<file path="config.mk">
export PLATFORM = sky130hd
export DESIGN_NAME = if_fetch_stage
export DESIGN_NICKNAME = d
export VERILOG_FILES = /design/src/rtl/if_fetch_stage.sv
export SDC_FILE = /design/constraint.sdc
export NUM_CORES = 1
export LEC_CHECK = 0
export ABC_AREA = 1
export CELL_PAD_IN_SITES_DETAIL_PLACEMENT = 0
export CELL_PAD_IN_SITES_GLOBAL_PLACEMENT = 2
export CORE_AREA = 2 2 169 204
export CTS_CLUSTER_SIZE = 14
export DETAILED_ROUTE_END_ITERATION = 12
export DIE_AREA = 0 0 171 206
export PLACE_DENSITY = 0.87
export REMOVE_ABC_BUFFERS = 1
export SYNTH_ARGS = -nofsm -noshare
export SYNTH_HDL_FRONTEND = slang
export SYNTH_SLANG_ARGS = --single-unit
</file>
<file path="constraint.sdc">
create_clock -name clk -period 9.1 [get_ports clk]
set_input_delay 2.73 -clock clk [delete_from_list [all_inputs] [get_ports clk]]
set_output_delay 2.73 -clock clk [all_outputs]
set_load 0.01 [all_outputs]
</file>
<file path="src/rtl/if_fetch_stage.sv">
// Instruction-fetch stage with IF/ID pipeline register: one outstanding imem request,
// hazard-unit stall/flush, branch redirect and a one-entry buffer for acks that land during a stall.
module if_fetch_stage #(
  parameter int                 ADDR_W   = 32,
  parameter int                 DATA_W   = 32,
  parameter logic [ADDR_W-1:0]  RESET_PC = '0
) (
  input  logic              clk,
  input  logic              reset,
  input  logic              stall,
  input  logic              flush,
  input  logic [ADDR_W-1:0] branch_target,
  output logic              imem_req,
  output logic [ADDR_W-1:0] imem_addr,
  input  logic              imem_ack,
  input  logic [DATA_W-1:0] imem_rdata,
  output logic              if_id_valid,
  output logic [DATA_W-1:0] if_id_instr,
  output logic [ADDR_W-1:0] if_id_pc_plus4
);

  typedef enum logic [1:0] {S_REQ, S_WAIT, S_DROP} state_t;

  state_t              state_q, state_d;
  logic [ADDR_W-1:0]   pc_q, pc_d;
  logic [ADDR_W-1:0]   req_pc_q, req_pc_d;
  logic                buf_valid_q, buf_valid_d;
  logic [DATA_W-1:0]   buf_instr_q, buf_instr_d;
  logic [ADDR_W-1:0]   buf_pc4_q, buf_pc4_d;
  logic                valid_q, valid_d;
  logic [DATA_W-1:0]   instr_q, instr_d;
  logic [ADDR_W-1:0]   pc4_q, pc4_d;
  logic                req_c;
  logic                deliver_c;

  // A full buffer blocks new requests, so at most one response is ever pending.
  assign req_c     = (state_q == S_REQ) & ~buf_valid_q & ~flush & ~reset;
  assign deliver_c = (state_q == S_WAIT) & imem_ack & ~flush;

  assign imem_req       = req_c;
  assign imem_addr      = pc_q;
  assign if_id_valid    = valid_q;
  assign if_id_instr    = instr_q;
  assign if_id_pc_plus4 = pc4_q;

  always_comb begin
    state_d  = state_q;
    pc_d     = pc_q;
    req_pc_d = req_pc_q;
    case (state_q)
      S_REQ: begin
        if (flush) begin
          pc_d = branch_target;
        end else if (req_c) begin
          req_pc_d = pc_q;
          pc_d     = pc_q + ADDR_W'(4);
          state_d  = S_WAIT;
        end
      end
      S_WAIT: begin
        if (imem_ack) begin
          state_d = S_REQ;
          if (flush) pc_d = branch_target;
        end else if (flush) begin
          pc_d    = branch_target;
          state_d = S_DROP;
        end
      end
      S_DROP: begin
        // The wrong-path response is still owed by memory; wait for it and throw it away.
        if (flush)    pc_d    = branch_target;
        if (imem_ack) state_d = S_REQ;
      end
      default: state_d = S_REQ;
    endcase
  end

  always_comb begin
    valid_d     = valid_q;
    instr_d     = instr_q;
    pc4_d       = pc4_q;
    buf_valid_d = buf_valid_q;
    buf_instr_d = buf_instr_q;
    buf_pc4_d   = buf_pc4_q;
    if (flush) begin
      valid_d     = 1'b0;
      instr_d     = '0;
      buf_valid_d = 1'b0;
    end else if (stall) begin
      if (deliver_c) begin
        buf_valid_d = 1'b1;
        buf_instr_d = imem_rdata;
        buf_pc4_d   = req_pc_q + ADDR_W'(4);
      end
    end else if (buf_valid_q) begin
      valid_d     = 1'b1;
      instr_d     = buf_instr_q;
      pc4_d       = buf_pc4_q;
      buf_valid_d = 1'b0;
    end else if (deliver_c) begin
      valid_d = 1'b1;
      instr_d = imem_rdata;
      pc4_d   = req_pc_q + ADDR_W'(4);
    end else begin
      valid_d = 1'b0;
      instr_d = '0;
    end
  end

  always_ff @(posedge clk or posedge reset) begin
    if (reset) begin
      state_q     <= S_REQ;
      pc_q        <= RESET_PC;
      req_pc_q    <= '0;
      buf_valid_q <= 1'b0;
      buf_instr_q <= '0;
      buf_pc4_q   <= '0;
      valid_q     <= 1'b0;
      instr_q     <= '0;
      pc4_q       <= '0;
    end else begin
      state_q     <= state_d;
      pc_q        <= pc_d;
      req_pc_q    <= req_pc_d;
      buf_valid_q <= buf_valid_d;
      buf_instr_q <= buf_instr_d;
      buf_pc4_q   <= buf_pc4_d;
      valid_q     <= valid_d;
      instr_q     <= instr_d;
      pc4_q       <= pc4_d;
    end
  end

endmodule

</file>
## Word level (Yosys, flattened, before mapping)

Index checks and enable logic that the tools add are counted.

- Mux-type cells: 23
- Shifts and indexed selects: 0
- Div/mod/pow operators: 0
- $lt $le $gt $ge: 0
- Bitwise logic cells: 9
- $add $sub $neg: 2
- Reduce and logical (&&, ||, !) cells: 9
- Multiply operators: 0
- Equal/unequal tests: 10

Operators with widths:

| operator | number |
|---|---|
| $mux W32 | 9 |
| $add A32 B3 Y32 const B | 2 |
| $pmux W32 S2 | 1 |
| $reduce_and A3 Y1 | 4 |
| $mux W2 | 5 |
| $mux W1 | 7 |
| $ne A2 B2 Y1 const B | 3 |
| $ne A3 B3 Y1 const B | 2 |
| $pmux W2 S3 | 1 |
| $and A1 B1 Y1 | 5 |
| $ne A2 B1 Y1 const B | 2 |
| $not A1 Y1 | 4 |
| $reduce_and A4 Y1 | 1 |
| $reduce_bool A2 Y1 | 2 |
| $ne A3 B1 Y1 const B | 1 |
| $eq A2 B1 Y1 const B | 1 |
| $eq A2 B2 Y1 const B | 1 |
| $logic_not A2 Y1 | 1 |
| $reduce_or A2 Y1 | 1 |

- ROM bits: 0
- Bits of input ports: 69
- Logic and storage cells: 62
- Memories: 0
- Bits in writable memories: 0
- Register bits: 196
- Bits in latches: 0

## Logic depth before layout (Yosys ltp)

Gate-level depths: netlist (run 1).

- Depth in word-level cells: 7
- Mapped depth: 12

## Worst setup path after synthesis (run 1)

Ideal clock, no wire load.

- Kind: input to output
- From: in reset
- To: out imem_req
- Cell stages on the path: 3
- Data arrival time: 3.135 ns
- Required time: 6.370 ns
- Buffers on the path: 0
- Path slack: 3.235 ns
- Cells stage by stage: nor2_1 -> nand2_4 -> inv_1

- Word-level cells in the longest chain between the ends: 2

Ends and longest elaborated chain:

| item | RTL line | text |
|---|---|---|
| start, declared | 9 | `input logic reset,` |
| $not A1 Y1 | 37 | `assign req_c = (state_q == S_REQ) & ~buf_valid_q & ~flush & ~reset;` |
| $and A1 B1 Y1 | 37 |  |
| end, declared | 13 | `output logic imem_req,` |

No other way between the ends.

## Final worst setup path (run 1)

- From: in flush
- To: out imem_req

- Word-level cells in the longest chain between the ends: 3

Ends and longest elaborated chain:

| item | RTL line | text |
|---|---|---|
| start, declared | 11 | `input logic flush,` |
| $not A1 Y1 (no source line) | - |  |
| $and A1 B1 Y1 (2 in series) | 37 |  |

No other way between the ends.

==> results of run 1 <==
[cell families after synthesis]
group / share of synthesized area (%)
DFF: 48.3
AOI/OAI and AO/OA: 13.7
buffers and inverters: 7.45
and+or+nand+nor: 28.8
xor gates and xnor gates: 0.863
adders and majority gates: 0.863
[through the flow]
stage / instance area [um^2] / hold WS [ps]
2_1_floorplan: 9880 / 442
3_3_place_gp: 12200 / 456
3_5_place_dp: 12200 / 467
4_1_cts: 12800 / 486
5_1_grt: 12800 / 512
6_report: 12800 / 480
[flip-flops by register name (all words and copies together) (netlist names)]
signal	cells
if_id_valid	1
buf_valid_q	1
if_id_instr	32
buf_pc4_q	32
buf_instr_q	32
state_q	2
imem_addr	32
req_pc_q	32
if_id_pc_plus4	32
[metal layers]
layer / GRT usage (%) / part of all wire [%] / vias up
met5: 0 / 0 / -
met4: 6.11 / 2.6 / 0
met3: 3.22 / 4.7 / 33
met2: 27.6 / 46 / 223
met1: 22.7 / 47 / 4237
li1: - / - / 4614
[where the power goes]
| part | internal, W | total [W] | switching, W |
|---|---|---|---|
| registers | 0.00122 | 0.00154 | 0.000320 |
| clock network | 0.000380 | 0.000756 | 0.000377 |
| logic | 0.000630 | 0.00146 | 0.000831 |
[final cells by class]
type / count / area [um^2]
fillers: 3575 / 20800
flip-flops and latches: 196 / 4910
multi-input cells: 980 / 4490
repair buffers: 171 / 1700
well taps: 456 / 571
inverters: 130 / 495
clock buffers: 19 / 453
clock inverters: 13 / 140
[worst max-delay path by stage]
stage	endpoint	cells past startpoint	slack [ps]	startpoint
4_1_cts	imem_req	5	1600	flush
3_5_place_dp	imem_req	5	1600	flush
3_3_place_gp	imem_req	5	1660	flush
6_report	imem_req	5	1650	flush
2_1_floorplan	buf_instr_q[0]	1	1030	reset
5_1_grt	imem_req	5	1450	flush
[layout by cell type, fill, tap and decap left out, drive strengths merged]
| cell | Yosys | final |
|---|---|---|
| a21o | 2 | 2 |
| a21oi | 31 | 31 |
| a22o | 32 | 32 |
| a31oi | 13 | 13 |
| and2 | 1 | 1 |
| buf | 26 | 5 |
| clkbuf | 30 | 19 |
| clkdlybuf4s50 | 0 | 166 |
| clkinv | 1 | 6 |
| clkinvlp | 0 | 3 |
| dfrtp | 196 | 196 |
| ha | 7 | 7 |
| inv | 129 | 134 |
| nand2 | 472 | 472 |
| nand3 | 65 | 65 |
| nand3b | 5 | 5 |
| nand4 | 4 | 4 |
| nor2 | 170 | 170 |
| nor3 | 2 | 2 |
| o211ai | 4 | 4 |
| o21a | 3 | 3 |
| o21ai | 156 | 156 |
| or2 | 3 | 3 |
| xnor2 | 3 | 3 |
| xor2 | 7 | 7 |
[critical path: cells and delay by family]
| family | cells | cell delay [ps] |
|---|---|---|
| and+or+nand+nor | 2 | 560 |
| buffers and inverters | 3 | 1420 |
==> results.md, run 1 <==
* Final Cycle Share at 81.9%
* Worst VDD drop at 0.143 mV
* Area delta synth->final at 25.7%
* Slew HR at 26.4%
* Detailed-route via count at 9107
* TritonCTS Buffers at 17
* Pwr Total at 0.00376 W
* Min-Delay Path Class: flop to flop
* Initial antenna violation count at 0
* TritonRoute pass-1 iters at 5
* Max-Cap Viols at 0
* Minimum clock period at 7450 ps
* Final setup fails at 0
* #FFs+latches synth at 196
* Mapped cell area at 0.0101 mm^2
* # DRC at 0
* Crit path max-delay cell type: clkdlybuf4s50_1
* GR Util All Layers at 17.0%
* Post-DP HPWL at 20300 um
* CTS tree: yes
* LEAKAGE at 5.90 nW
* Post-route ant nets at 0
* Max Freq at 0.134 GHz
* Hold Buf Count CTS at 0
* Synth area leader: dfrtp_1
* Post-synthesis area per instance at 7.45 um^2
* Share of the synthesized area in the top cell type at 48.3%
* Crit path kind: input pin to primary output
* DP Cell Count at 1933
* Unique masters post-synth at 37
* Final Hold Fails at 0
* Worst Skew at 17.2 ps
* Share of cells above drive strength 1 at 4.24%
* Critical path cell sequence: clkdlybuf4s50_1 -> nor2_2 -> nand2_4 -> inv_1 -> clkdlybuf4s50_1
* WP data arrival at 4720 ps
* Initial Util at 30.3%
* Routability congestion estimate at 0.827
* Row count at 74
* Die W at 171 um
* Setup Slack @ Placement at 1600 ps
* Clock root buffer: clkbuf_16
* Clock Latency Late Sink at 450 ps
* Status: completed
* TritonCTS sink count at 196
* Chip Height at 206 um
* Fin util at 38.0%
* Hold path depth at 2
* Total Die Area at 0.0352 mm^2
* EDFF count, synth at 0
* Clock slew at reported path FFs at 70 ps
* WHS Endpoint: if_id_pc_plus4[28]
* First-pass GRT wire length at 47000 um
* Core area at 0.0335 mm^2
* CTS Buffer Depth at 2
* Final worst slack at 1650 ps
* Fin. max-slew vios at 0
* I/O pins at 167
* Pwr Density at 295 mW/mm^2
* Pin count of the biggest net entering global routing at 135
* DRT Wirelength at 29100 um
* Post-synth top cells: nand2_1, dfrtp_1, nor2_1
* Top FF cell, synth: dfrtp_1
* Nets@finish at 1572
* Asr flop ratio synth at 100%
* Syn. warnings at 0
* DRT iter0 DRCs at 635
* Diode count at 0
* Most numerous cell in the Yosys netlist: nand2_1
* Syn Inst Count at 1362
* CP max FO at 63
* Worst-Margin Slew at 1100 ps
* Routed vias/inst at 4.63
* Hold path start: if_id_pc_plus4[28]
* Post-CTS setup buffer count at 0
* Drt wl/cell at 14.8 um
* R2r setup slk at 6580 ps
* Htree depth at 4
* Critical path data required time at 6370 ps
* Setup TNS at 0 ps
* Vias in the first global route at 8725
* Fin cells at 1965
* FF-to-FF path depth at 8
* Largest cells by area after synthesis: dfrtp_1, nand2_1, nor2_1, o21ai_0, inv_1
* Crit-path max cell delay at 580 ps
* Most numerous cell on the critical path: clkdlybuf4s50_1
* RR Startpoint: state_q[1]
* Crit. End Element: primary output
* Worst r2r dst: buf_instr_q[23]
* I/O Buffers at 166
* Post-synthesis sequential area ratio at 48.3%
* RSZ-0062 raised after global routing: false
* Grt ovf at 0
* Critical Path Start Type: input pin
* Post-CTS Resized at 0
No activity file was read; power rests on OpenSTA's default activity.
==> inputs of run 2 (changes only) <==
--- a/config.mk
+++ b/config.mk
@@ -8,11 +8,11 @@
 export ABC_AREA = 1
 export CELL_PAD_IN_SITES_DETAIL_PLACEMENT = 0
 export CELL_PAD_IN_SITES_GLOBAL_PLACEMENT = 2
-export CORE_AREA = 2 2 169 204
+export CORE_AREA = 2 2 177 214
 export CTS_CLUSTER_SIZE = 14
 export DETAILED_ROUTE_END_ITERATION = 12
-export DIE_AREA = 0 0 171 206
-export PLACE_DENSITY = 0.87
+export DIE_AREA = 0 0 179 216
+export PLACE_DENSITY = 0.84
 export REMOVE_ABC_BUFFERS = 1
 export SYNTH_ARGS = -nofsm -noshare
 export SYNTH_HDL_FRONTEND = slang
==> constraint.sdc (replaced) <==
create_clock -name clk -period 6.42 [get_ports clk]
set_input_delay 1.926 -clock clk [delete_from_list [all_inputs] [get_ports clk]]
set_output_delay 1.926 -clock clk [all_outputs]
set_load 0.01 [all_outputs]
==> run 2 against run 1 <==
Compared with the run above: clock power grew 36%; combinational power grew 42%; register-to-register slack lost 2600 ps; setup slack lost 650 ps; wire length grew 1.4%; clock skew shrank 3.2 ps; global-route usage shrank 1.3 points; count of clock-buffer cells in the layout shrank 2; utilization shrank 3.1 points; final area is essentially flat; critical endpoint unchanged.
==> results.md, run 2 (synthesized netlist as in run 1, its figures left out) <==
* Status: completed
* Fin. max-slew vios at 0
* Worst VDD drop at 0.195 mV
* TritonRoute pass-1 iters at 5
* Crit path max-delay cell type: clkdlybuf4s50_1
* Worst Skew at 14.0 ps
* Nets@finish at 1575
* Clock root buffer: clkbuf_16
* Critical Path Start Type: input pin
* Routed vias/inst at 4.54
* First-pass GRT wire length at 47500 um
* Register Area at 0.00491 mm^2
* WP data arrival at 3490 ps
* Final worst slack at 1000 ps
* LEAKAGE at 5.90 nW
* Setup TNS at 0 ps
* Max Freq at 0.185 GHz
* Post-DP HPWL at 20800 um
* Initial antenna violation count at 0
* TritonCTS Buffers at 17
* I/O Buffers at 166
* DRT iter0 DRCs at 533
* GR Util All Layers at 15.7%
* RSZ-0062 raised after global routing: false
* Diode count at 0
* Critical Path Start: flush
* Routability congestion estimate at 0.833
* Vias in the first global route at 8698
* Total Die Area at 0.0387 mm^2
* Initial Util at 27.8%
* TritonCTS sink count at 196
* Crit. End Element: primary output
* Share of cells above drive strength 1 at 4.30%
* RR Startpoint: state_q[1]
* Crit-path max cell delay at 570 ps
* Drt wl/cell at 14.9 um
* Fin cells at 1984
* Final Hold Fails at 0
* Most common cell after layout, fill and taps aside: nand2_1
* Most numerous cell on the critical path: clkdlybuf4s50_1
* Crit path kind: input pin to primary output
* Pin count of the biggest net entering global routing at 141
* Critical path cell sequence: clkdlybuf4s50_1 -> nor2_2 -> nand2_4 -> inv_1 -> clkdlybuf4s50_1
* Hold Buf Count CTS at 0
* Die W at 179 um
* Commonest non-fill, non-tap cells in the layout: nand2_1, dfrtp_1, clkdlybuf4s50_1
* Worst-Margin Slew at 1100 ps
* DRT Wirelength at 29500 um
* DP Cell Count at 1954
* Post-route ant nets at 0
* CTS tree: yes
* Core area at 0.0365 mm^2
* Post-CTS Resized at 0
* Area delta synth->final at 25.7%
* Multi-input logic area at 0.00449 mm^2
* Chip Height at 216 um
* Minimum clock period at 5420 ps
* Final Cycle Share at 84.4%
* Clock slew at reported path FFs at 70 ps
* I/O pins at 167
* Row count at 77
* Grt ovf at 0
* Final setup fails at 0
* CTS Buffer Depth at 2
* Min-Delay Path Class: flop to flop
* Post-CTS setup buffer count at 0
* Max-Cap Viols at 0
* Hold path start: buf_pc4_q[3]
* Clock Latency Late Sink at 450 ps
* Hold_ws at 478 ps
* Htree depth at 4
* Slew HR at 26.5%
* Detailed-route via count at 9001
* CP max FO at 5
* Layout fillers at 3922
* # DRC at 0
* Critical path data required time at 4490 ps
* Setup Slack @ Placement at 967 ps
* Pwr Density at 415 mW/mm^2
run 2: changes by cell type in the layout (fill, tap and decap cells not counted):
cell        delta
clkbuf_8       -2
clkinv_8       -1
clkinv_2       +1
clkinv_4       +2
inv_8          -1
clkinvlp_4     -1
buf_4          +3
run 2: per-layer routing:
layer	GRT usage, %	up-vias	wire length (um)
met1	21.3	4139	13900
met3	2.77	22	1270
met4	4.53	0	462
met2	25.6	211	13900
li1	-	4629	-
met5	0	-	0
run 2: worst max-delay path, delay by kind of cell:
kind                   cells  cell delay [ps]
buffers and inverters      3             1260
and+or+nand+nor            2              300
run 2: cell type report:
| class | instances | area share (%) |
|---|---|---|
| sequential | 196 | 38.5 |
| clock inverter | 13 | 1.00 |
| tap | 474 | 4.65 |
| timing repair buffer | 174 | 13.5 |
| inverter | 130 | 3.88 |
| multi-input combinational | 980 | 35.2 |
| clock buffer | 17 | 3.33 |
run 2: worst paths after layout:
| kind | to | slack (ps) | cells past startpoint |
|---|---|---|---|
| min in group asynchronous | imem_addr[1] | 2110 | 2 |
| max in group asynchronous | buf_instr_q[7] | 3240 | 3 |
| worst min register to register | buf_pc4_q[3] | 480 | 2 |
| worst max register to register | buf_instr_q[11] | 3970 | 8 |
| worst min-delay path | buf_pc4_q[3] | 480 | 2 |
| worst max-delay path | imem_req | 1000 | 5 |
run 2: stage by stage:
stage	area [um^2]	power [W]	util [%]
final	12800	0.00530	34.9
after CTS	12800	0.00538	34.9
after global placement	12200	0.00428	33.4
after floorplan	9880	0.00334	-
after detailed placement	12200	0.00431	33.4
after global routing	12800	0.00577	34.9
run 2: where the power goes:
part / leakage [nW] / internal (W) / switching [W] / total [W]
registers: 2.47 / 0.00173 / 0.000455 / 0.00219
logic: 3.16 / 0.000896 / 0.00118 / 0.00208
clock network: 0.265 / 0.000507 / 0.000528 / 0.00103
==> inputs of run 3 (changes only) <==
--- a/config.mk
+++ b/config.mk
@@ -8,11 +8,11 @@
 export ABC_AREA = 1
 export CELL_PAD_IN_SITES_DETAIL_PLACEMENT = 0
 export CELL_PAD_IN_SITES_GLOBAL_PLACEMENT = 2
-export CORE_AREA = 2 2 177 214
+export CORE_AREA = 2 2 169 204
 export CTS_CLUSTER_SIZE = 14
 export DETAILED_ROUTE_END_ITERATION = 12
-export DIE_AREA = 0 0 179 216
-export PLACE_DENSITY = 0.84
+export DIE_AREA = 0 0 171 206
+export PLACE_DENSITY = 0.87
 export REMOVE_ABC_BUFFERS = 1
 export SYNTH_ARGS = -nofsm -noshare
 export SYNTH_HDL_FRONTEND = slang
==> constraint.sdc (replaced) <==
create_clock -name clk -period 5.6 [get_ports clk]
set_input_delay 1.68 -clock clk [delete_from_list [all_inputs] [get_ports clk]]
set_output_delay 1.68 -clock clk [all_outputs]
set_load 0.01 [all_outputs]
==> run 3 against run 2 <==
Compared with the run above: die area shrank 8.9%; hold slack got worse by 5.6 ps; sequential share of layout area fell by 0.20 points; via count up 1.6%; largest power group unchanged; global-route usage rose by 1.7 points; power up 17%; clock skew hardly changed; combinational power rose by 15%.
==> results.md, run 3 (synthesized netlist as in run 1, its figures left out) <==
* Crit. End Element: primary output
* LEAKAGE at 5.95 nW
* First-pass GRT wire length at 48000 um
* Final setup fails at 0
* Worst Skew at 13.6 ps
* Status: completed
* Nets@finish at 1577
* Htree depth at 4
* Pin count of the biggest net entering global routing at 109
* Worst-Margin Slew at 1100 ps
* Post-DP HPWL at 20500 um
* Core area at 0.0335 mm^2
* Vias in the first global route at 9011
* CP max FO at 5
* Routability congestion estimate at 0.832
* Post-route ant nets at 0
* Crit path kind: input pin to primary output
* Multi-input logic area at 0.00449 mm^2
* Chip Height at 206 um
* Routed vias/inst at 4.65
* Grt ovf at 0
* GR Util All Layers at 17.4%
* I/O pins at 167
* Layout fillers at 3613
* Hold Buf Count CTS at 0
* Pwr Density at 483 mW/mm^2
* I/O Buffers at 166
* Slew HR at 26.7%
* TritonCTS Buffers at 17
* # DRC at 0
* Initial Util at 30.3%
* TritonCTS sink count at 196
* Commonest non-fill, non-tap cells in the layout: nand2_1, dfrtp_1, clkdlybuf4s50_1
* Fin. max-slew vios at 0
* RSZ-0062 raised after global routing: false
* Critical Path Start Type: input pin
* DRT iter0 DRCs at 653
* Drt wl/cell at 14.9 um
* Final Cycle Share at 88.5%
* Total Die Area at 0.0352 mm^2
* Row count at 74
* Fin cells at 1969
* CTS Buffer Depth at 2
* Diode count at 0
* Worst VDD drop at 0.213 mV
* CTS tree: yes
* Post-CTS Resized at 0
* Clock slew at reported path FFs at 70 ps
* Max Freq at 0.202 GHz
* Die W at 171 um
* DP Area at 0.0122 mm^2
* WP data arrival at 3280 ps
* Initial antenna violation count at 0
* Most common cell after layout, fill and taps aside: nand2_1
* Detailed-route via count at 9147
* Pwr Total at 0.00619 W
* Fin util at 38.3%
* Critical path data required time at 3920 ps
* Register Area at 0.00491 mm^2
* DRT Wirelength at 29300 um
* Final instance area at 0.0128 mm^2
* Area delta synth->final at 26.4%
* Share of cells above drive strength 1 at 4.49%
* Clock Latency Late Sink at 450 ps
* Post-CTS setup buffer count at 0
* TritonRoute pass-1 iters at 5
* Max-Cap Viols at 0
* Setup TNS at 0 ps
* Minimum clock period at 4960 ps
* Clock root buffer: clkbuf_16
* Min-Delay Path Class: flop to flop
* Final Hold Fails at 0
* DP Cell Count at 1938
[run 3: changes by cell type in the layout (fill, tap and decap cells not counted)]
| cell | before | now |
|---|---|---|
| clkinv_8 | 2 | 1 |
| buf_4 | 8 | 9 |
| inv_8 | 3 | 5 |
| bufinv_16 | 0 | 2 |
| clkinvlp_4 | 2 | 0 |
| clkinv_4 | 4 | 2 |
| clkbuf_8 | 0 | 2 |
| buf_12 | 0 | 1 |
[run 3: power breakdown]
group	internal (W)	switching (W)	total, W
registers	0.00199	0.000518	0.00250
clock network	0.000699	0.000600	0.00130
logic	0.00103	0.00136	0.00239
[run 3: metal layers]
metal  wire length (um)  part of all wire [%]  global-route usage [%]  up-vias
li1                   -                     -                       -     4635
met1              13900                    48                    23.0     4260
met2              13400                    46                    28.8      218
met3               1210                   4.1                    2.97       34
met4                698                   2.4                    5.99        0
met5                  0                     0                       0        -
[run 3: per-stage QoR]
step | setup WS [ps] | hold slack (ps)
floorplan | -1420 | 442
global placement | 666 | 456
detailed placement | 624 | 463
CTS | 623 | 477
global route | 589 | 509
finish | 643 | 473
[run 3: critical path: stages]
cell and delay (ps):
clkdlybuf4s50_1 580, nor2_2 260, nand2_4 70, inv_1 130, clkdlybuf4s50_1 560
[run 3: final timing paths]
kind	start	slack (ps)	depth (start not counted)	endpoint
min in group asynchronous	reset	1800	2	imem_addr[0]
min reg2reg	buf_pc4_q[0]	470	2	buf_pc4_q[0]
min	buf_pc4_q[0]	470	2	buf_pc4_q[0]
max reg2reg	state_q[0]	3170	10	imem_addr[19]
max in group asynchronous	reset	2820	3	buf_instr_q[10]
max	flush	640	5	imem_req
[run 3: area by class of cell]
cell class / instances / share of cell area (%)
Inverter: 130 / 3.86
Multi-Input combinational cell: 980 / 35.0
Clock inverter: 12 / 1.26
Timing Repair Buffer: 176 / 13.6
Clock buffer: 19 / 3.53
Sequential cell: 196 / 38.3
Tap cell: 456 / 4.45
